**config.mk**
```make
export PLATFORM = sky130hd
export DESIGN_NAME = lif_tm_scheduler
export DESIGN_NICKNAME = d
export VERILOG_FILES = /design/src/rtl/lif_tm_scheduler.sv
export SDC_FILE = /design/constraint.sdc
export NUM_CORES = 1
export LEC_CHECK = 0
export BUFFER_PORTS_ARGS = -buffer_cell sky130_fd_sc_hd__buf_2
export CAP_MARGIN = 40
export CORE_UTILIZATION = 40
export DETAILED_ROUTE_END_ITERATION = 16
export GPL_ROUTABILITY_DRIVEN = 0
export PLACE_DENSITY = 0.63
export SETUP_SLACK_MARGIN = 0.15
export SYNTH_ARGS = -nofsm -noshare
export SYNTH_HDL_FRONTEND = slang
export SYNTH_SLANG_ARGS = --single-unit
```
**constraint.sdc**
```tcl
create_clock -name clk -period 6.7 [get_ports clk]
set_input_delay 0.335 -clock clk [delete_from_list [all_inputs] [get_ports clk]]
set_output_delay 0.335 -clock clk [all_outputs]
set_load 0.02 [all_outputs]
```
**src/rtl/lif_tm_scheduler.sv**
```systemverilog
// Time-multiplexed leaky-integrate-and-fire frame sequencer: one neuron per cycle,
// per-neuron membrane/threshold/leak storage, spike indices queued to a valid/ready consumer.
module lif_tm_scheduler #(
    parameter int NEURONS   = 8,
    parameter int IDX_W     = 3,
    parameter int EVQ_DEPTH = 4,
    parameter int THR_RST   = 127,
    parameter int LEAK_RST  = 1
) (
    input  logic               clk,
    input  logic               rst_n,
    input  logic               tick,
    output logic [IDX_W-1:0]   cur_idx,
    input  logic [7:0]         cur_data,
    input  logic               cfg_we,
    input  logic               cfg_sel,
    input  logic [IDX_W-1:0]   cfg_addr,
    input  logic [7:0]         cfg_data,
    output logic               cfg_err,
    output logic               busy,
    output logic               frame_done,
    output logic               tick_overrun,
    output logic [NEURONS-1:0] spike_vec,
    output logic               evt_valid,
    input  logic               evt_ready,
    output logic [IDX_W-1:0]   evt_idx
);

    localparam int QA_W = $clog2(EVQ_DEPTH);
    localparam logic [QA_W:0]      Q_FULL   = (QA_W+1)'(EVQ_DEPTH);
    localparam logic [IDX_W-1:0]   LAST_IDX = IDX_W'(NEURONS - 1);
    localparam logic [7:0]         THR_INIT = 8'(THR_RST);
    localparam logic [2:0]         LEAK_INIT = 3'(LEAK_RST);

    typedef enum logic [1:0] {S_IDLE, S_RUN, S_STALL, S_DONE} state_t;

    state_t             r_fsm;
    logic [IDX_W-1:0]   r_idx;
    logic [NEURONS-1:0] r_acc;
    logic [NEURONS-1:0] r_spike_vec;
    logic               r_cfg_err;
    logic               r_frame_done;
    logic               r_tick_overrun;

    logic [7:0]         r_mem  [NEURONS];
    logic [7:0]         r_thr  [NEURONS];
    logic [2:0]         r_leak [NEURONS];

    logic [IDX_W-1:0]   r_q [EVQ_DEPTH];
    logic [QA_W-1:0]    r_wp;
    logic [QA_W-1:0]    r_rp;
    logic [QA_W:0]      r_cnt;

    logic               w_busy;
    logic               w_full;
    logic [7:0]         w_sum;
    logic               w_fire;
    logic               w_proc;
    logic               w_push;
    logic               w_pop;
    logic [NEURONS-1:0] w_acc_nxt;

    // 9-bit unsigned add clipped to 8 bits; keeps membrane state from wrapping.
    function automatic logic [7:0] sat_add8(input logic [7:0] a, input logic [7:0] b);
        logic [8:0] s;
        s = {1'b0, a} + {1'b0, b};
        return s[8] ? 8'hFF : s[7:0];
    endfunction

    always_comb begin
        w_busy    = (r_fsm != S_IDLE);
        w_full    = (r_cnt == Q_FULL);
        w_sum     = sat_add8(cur_data, r_mem[r_idx] >> r_leak[r_idx]);
        w_fire    = (w_sum >= r_thr[r_idx]);
        w_proc    = (r_fsm == S_RUN) && !w_full;
        w_push    = w_proc && w_fire;
        w_pop     = (r_cnt != '0) && evt_ready;
        w_acc_nxt = r_acc;
        if (w_fire) w_acc_nxt = r_acc | (NEURONS'(1) << r_idx);
    end

    always_ff @(posedge clk) begin
        if (!rst_n) begin
            r_fsm          <= S_IDLE;
            r_idx          <= '0;
            r_acc          <= '0;
            r_spike_vec    <= '0;
            r_cfg_err      <= 1'b0;
            r_frame_done   <= 1'b0;
            r_tick_overrun <= 1'b0;
        end else begin
            r_frame_done   <= 1'b0;
            r_tick_overrun <= tick && w_busy;
            r_cfg_err      <= cfg_we && w_busy;
            case (r_fsm)
                S_IDLE: begin
                    if (tick) begin
                        r_fsm <= S_RUN;
                        r_idx <= '0;
                        r_acc <= '0;
                    end
                end
                S_RUN: begin
                    // Full is judged on start-of-cycle occupancy, so a same-cycle pop still stalls.
                    if (w_full) begin
                        r_fsm <= S_STALL;
                    end else begin
                        r_acc <= w_acc_nxt;
                        if (r_idx == LAST_IDX) begin
                            r_fsm        <= S_DONE;
                            r_frame_done <= 1'b1;
                            r_spike_vec  <= w_acc_nxt;
                        end else begin
                            r_idx <= r_idx + IDX_W'(1);
                        end
                    end
                end
                S_STALL: begin
                    if (!w_full) r_fsm <= S_RUN;
                end
                S_DONE: begin
                    r_fsm <= S_IDLE;
                    r_idx <= '0;
                end
                default: r_fsm <= S_IDLE;
            endcase
        end
    end

    always_ff @(posedge clk) begin
        if (!rst_n) begin
            for (int i = 0; i < NEURONS; i++) begin
                r_mem[i]  <= '0;
                r_thr[i]  <= THR_INIT;
                r_leak[i] <= LEAK_INIT;
            end
            r_wp  <= '0;
            r_rp  <= '0;
            r_cnt <= '0;
        end else begin
            if (cfg_we && !w_busy) begin
                if (cfg_sel) r_leak[cfg_addr] <= cfg_data[2:0];
                else         r_thr[cfg_addr]  <= cfg_data;
            end
            if (w_proc) r_mem[r_idx] <= w_fire ? 8'd0 : w_sum;
            if (w_push) r_wp <= r_wp + QA_W'(1);
            if (w_pop)  r_rp <= r_rp + QA_W'(1);
            case ({w_push, w_pop})
                2'b10:   r_cnt <= r_cnt + (QA_W+1)'(1);
                2'b01:   r_cnt <= r_cnt - (QA_W+1)'(1);
                default: r_cnt <= r_cnt;
            endcase
        end
    end

    // Queue payload needs no reset; occupancy alone defines validity.
    always_ff @(posedge clk) begin
        if (w_push) r_q[r_wp] <= r_idx;
    end

    assign cur_idx      = r_idx;
    assign busy         = w_busy;
    assign cfg_err      = r_cfg_err;
    assign frame_done   = r_frame_done;
    assign tick_overrun = r_tick_overrun;
    assign spike_vec    = r_spike_vec;
    assign evt_valid    = (r_cnt != '0);
    assign evt_idx      = r_q[r_rp];

endmodule
```
==> results.yml <==
run_status:
  status: "completed"
worst_setup_path:
  reg2reg_depth: 27
  rrSetupSlack_ns: 0.60
  cp_max_fo: 13
  crit_arrival_ns: 6.44
  crit_type: "reg2reg"
  startpoint_type: "flip-flop"
  cp.required_ns: 7.04
  end_kind: "flip-flop"
  r2r_end: "r_cnt[2]"
place:
  dp.cells: 1124
  portBuffers: 43
  dp_hpwl_mm: 15.58
sta:
  max_freq_mhz: 163.9
  period_needed_ns: 6.100
  tightest_slew_ns: 0.8638
  final_hold_viol_count: 0
  fin_skew_ns: 0.02197
  maxSlewViolCount: 0
  slew_headroom_pct: 42.36
  fin_crit_sh_pct: 91.04
  grt_setup_unrepaired: "false"
  setup-tns-final_ns: 0
  report.final.setup_viol: 0
hold_path:
  hold_end: "cfg_err"
  worstHoldStart: "cfg_we"
  hp-class: "in2reg"
  hold_depth: 2
routing:
  ant_nets: 0
  drc: 0
  num_vias: 6296
  wl_per_cell_um: 18.74
  wl_mm: 21.70
  avgViaCountPerCell: 5.437
  drt_first_pass_iters: 5
  drtIter0Drc: 549
synth:
  synth_cells: 767
  yosysSeqAreaShare_pct: 57.86
  synthFlopType: "edfxtp_1"
  synth-edff-count: 164
  ys_seq_elements: 200
  syn_area_per_cell_sq_um: 12.72
  syn_nets: 821
  ys_warn_count: 0
  synthArstFlopShare_pct: 0
  synth_cell_types: 56
  syn_area_sq_um: 9757
cts:
  cts_made_buffers: 17
  clk_pin_slew_ns: 0.07
  clock-sinks: 200
  cts_tree: "built"
  cts_root_buf: "clkbuf_16"
  cts.path.max_buffers: 2
  clock_latency_ns: 0.43
  cts_hold_buf: 0
  h-tree-depth: 4
power:
  power_per_cell_area_nw_per_um2: 255.7
  peakVddDrop_mv: 0.1705
  p_leak_nw: 3.810
  power_mw: 2.834
grt:
  grt_util_all_layers_pct: 18.33
  first_global_vias: 6229
  grt_overflow: 0
  grt_max_degree: 37
  grt_pass1_wl_mm: 34.34
  grt_antenna_before_repair: 0
layout:
  layout.nets: 880
  antenna_cells: 0
  drive_gt1_share_pct: 22.29
  num-fill-cells: 2183
  syn_to_final_growth_pct: 13.59
  multi_input_area_sq_um: 3861
  layout.cells.non_filler: 1158
  ff_latch_area_sq_um: 5650
floorplanning:
  io-pin-count: 44
  die_h_um: 158.2
  die_x_um: 158.2
  start_util_pct: 41.20
  die_area_sq_um: 25020
  coreArea_sq_um: 23680
  rows: 56
job:
  drv_cap: 0
## state kept, by name, indices dropped and copies added (netlist names), named ones only
name	count
frame_done	1
r_leak	24
r_fsm	2
spike_vec	8
tick_overrun	1
r_cnt	3
r_wp	2
r_acc	8
r_mem	64
cfg_err	1
cur_idx	3
r_q	12
r_thr	64
r_rp	2
## cells in the mapped netlist (2+ instances only)
cell,n,share of area (%)
a31oi_1,9,0.58
mux4_2,34,7.8
nor3_1,7,0.36
buf_6,3,0.35
nand2_1,54,2.1
nor2b_1,8,0.51
ha_1,27,3.5
mux4_1,7,1.9
o21a_1,4,0.31
dfxtp_1,36,7.4
or2_2,22,1.4
nor2_1,101,3.9
xor2_1,3,0.27
buf_1,2,0.077
or3_1,22,1.4
a211oi_1,2,0.15
nand3_1,20,1.0
a211oi_2,2,0.26
inv_1,27,1.0
o2111ai_1,8,0.72
o21ai_0,35,1.8
nor3_2,5,0.51
mux2i_1,27,2.8
a21oi_1,33,1.7
and2_1,2,0.13
and3_1,10,0.64
xnor2_1,3,0.27
fa_1,2,0.41
mux2_2,4,0.46
o211ai_1,2,0.15
nand2b_1,18,1.2
nor3b_2,2,0.26
o211a_1,2,0.21
o22ai_1,2,0.13
edfxtp_1,164,50
clkbuf_1,20,0.77
nor4_1,4,0.26
buf_2,10,0.51
a21o_1,7,0.54
## placed cells by master (no fill, tap or decap), types with 27 or more instances in the layout
cell | Yosys | layout
edfxtp_1 | 164 | 164
nor2_1 | 101 | 101
nand2_1 | 54 | 54
buf_2 | 10 | 45
mux4_2 | 34 | 34
dfxtp_1 | 36 | 34
a21oi_1 | 33 | 33
o21ai_0 | 35 | 32
inv_1 | 27 | 27
ha_1 | 27 | 27
buf_4 | 0 | 27
## metal layers
metal	global-route usage, %	vias to the layer above	routed length [um]
met5	0	-	0
met4	4.487	0	221
met3	2.245	14	797
met2	30.08	154	10720
met1	25.83	3144	9962
li1	-	2984	-
## stage by stage
step                instance area (sq um)  hold slack [ns]  util [%]  setup slack [ns]
global placement                    10420           0.4368     44.00            0.4326
detailed placement                  10450           0.4486     44.14            0.2699
global route                        11080           0.1633     46.80            0.1385
floorplan                            9757           0.4256         -            0.5904
finish                              11080           0.1533     46.80            0.6001
CTS                                 11030           0.1482     46.58            0.2355
## worst max-delay path, cell delays in order, from the launching register on
cell	delay, ns
dfxtp_2	0.40
buf_4	0.25
mux4_2	0.57
mux2i_4	0.27
mux2i_1	0.27
mux2i_1	0.11
a21oi_1	0.16
ha_1	0.18
inv_1	0.05
fa_1	0.40
nor2b_1	0.16
o21ai_0	0.09
a21oi_1	0.24
buf_4	0.20
nor3b_2	0.05
buf_4	0.17
inv_1	0.07
ha_1	0.24
a2111oi_2	0.43
o211ai_1	0.18
buf_4	0.22
nand2_1	0.07
ha_1	0.18
inv_1	0.07
fa_1	0.37
xor2_1	0.16
or3_1	0.30
a21oi_1	0.14
## cells by family after synthesis
kind of cell	synth area share [%]
compound gates	7.156
xor+xnor	0.5387
fa+ha+maj	3.873
buf+inv	2.783
flops	57.86
mux	13.35
simple gates	14.44
## report_power, final
part	internal, mW	switching, mW	total, mW
Combinational	0.161	0.262	0.423
Sequential	1.38	0.0234	1.40
Clock	0.537	0.475	1.01
Total	2.07	0.760	2.83
## worst max-delay path by stage
| stage | depth (start not counted) | end | startpoint |
|---|---|---|---|
| CTS | 27 | r_cnt[2] | flip-flop |
| floorplan | 25 | r_cnt[2] | flip-flop |
| finish | 27 | r_cnt[2] | flip-flop |
| global route | 27 | r_cnt[2] | flip-flop |
| detailed placement | 27 | r_cnt[2] | flip-flop |
| global placement | 27 | r_cnt[2] | flip-flop |
## final cells by class
type / instances / share of cell area (%)
Timing Repair Buffer: 75 / 4.403
Tap cell: 319 / 3.601
Sequential cell: 200 / 50.98
Clock buffer: 20 / 4.030
Multi-Input combinational cell: 504 / 34.84
Clock inverter: 12 / 1.197
Inverter: 28 / 0.9483
## repair_timing
item	CTS	global route
setup endpoints to repair	0	2
setup buffers	0	2
gates resized for setup	0	6
No activity file was read; power rests on OpenSTA's default activity.
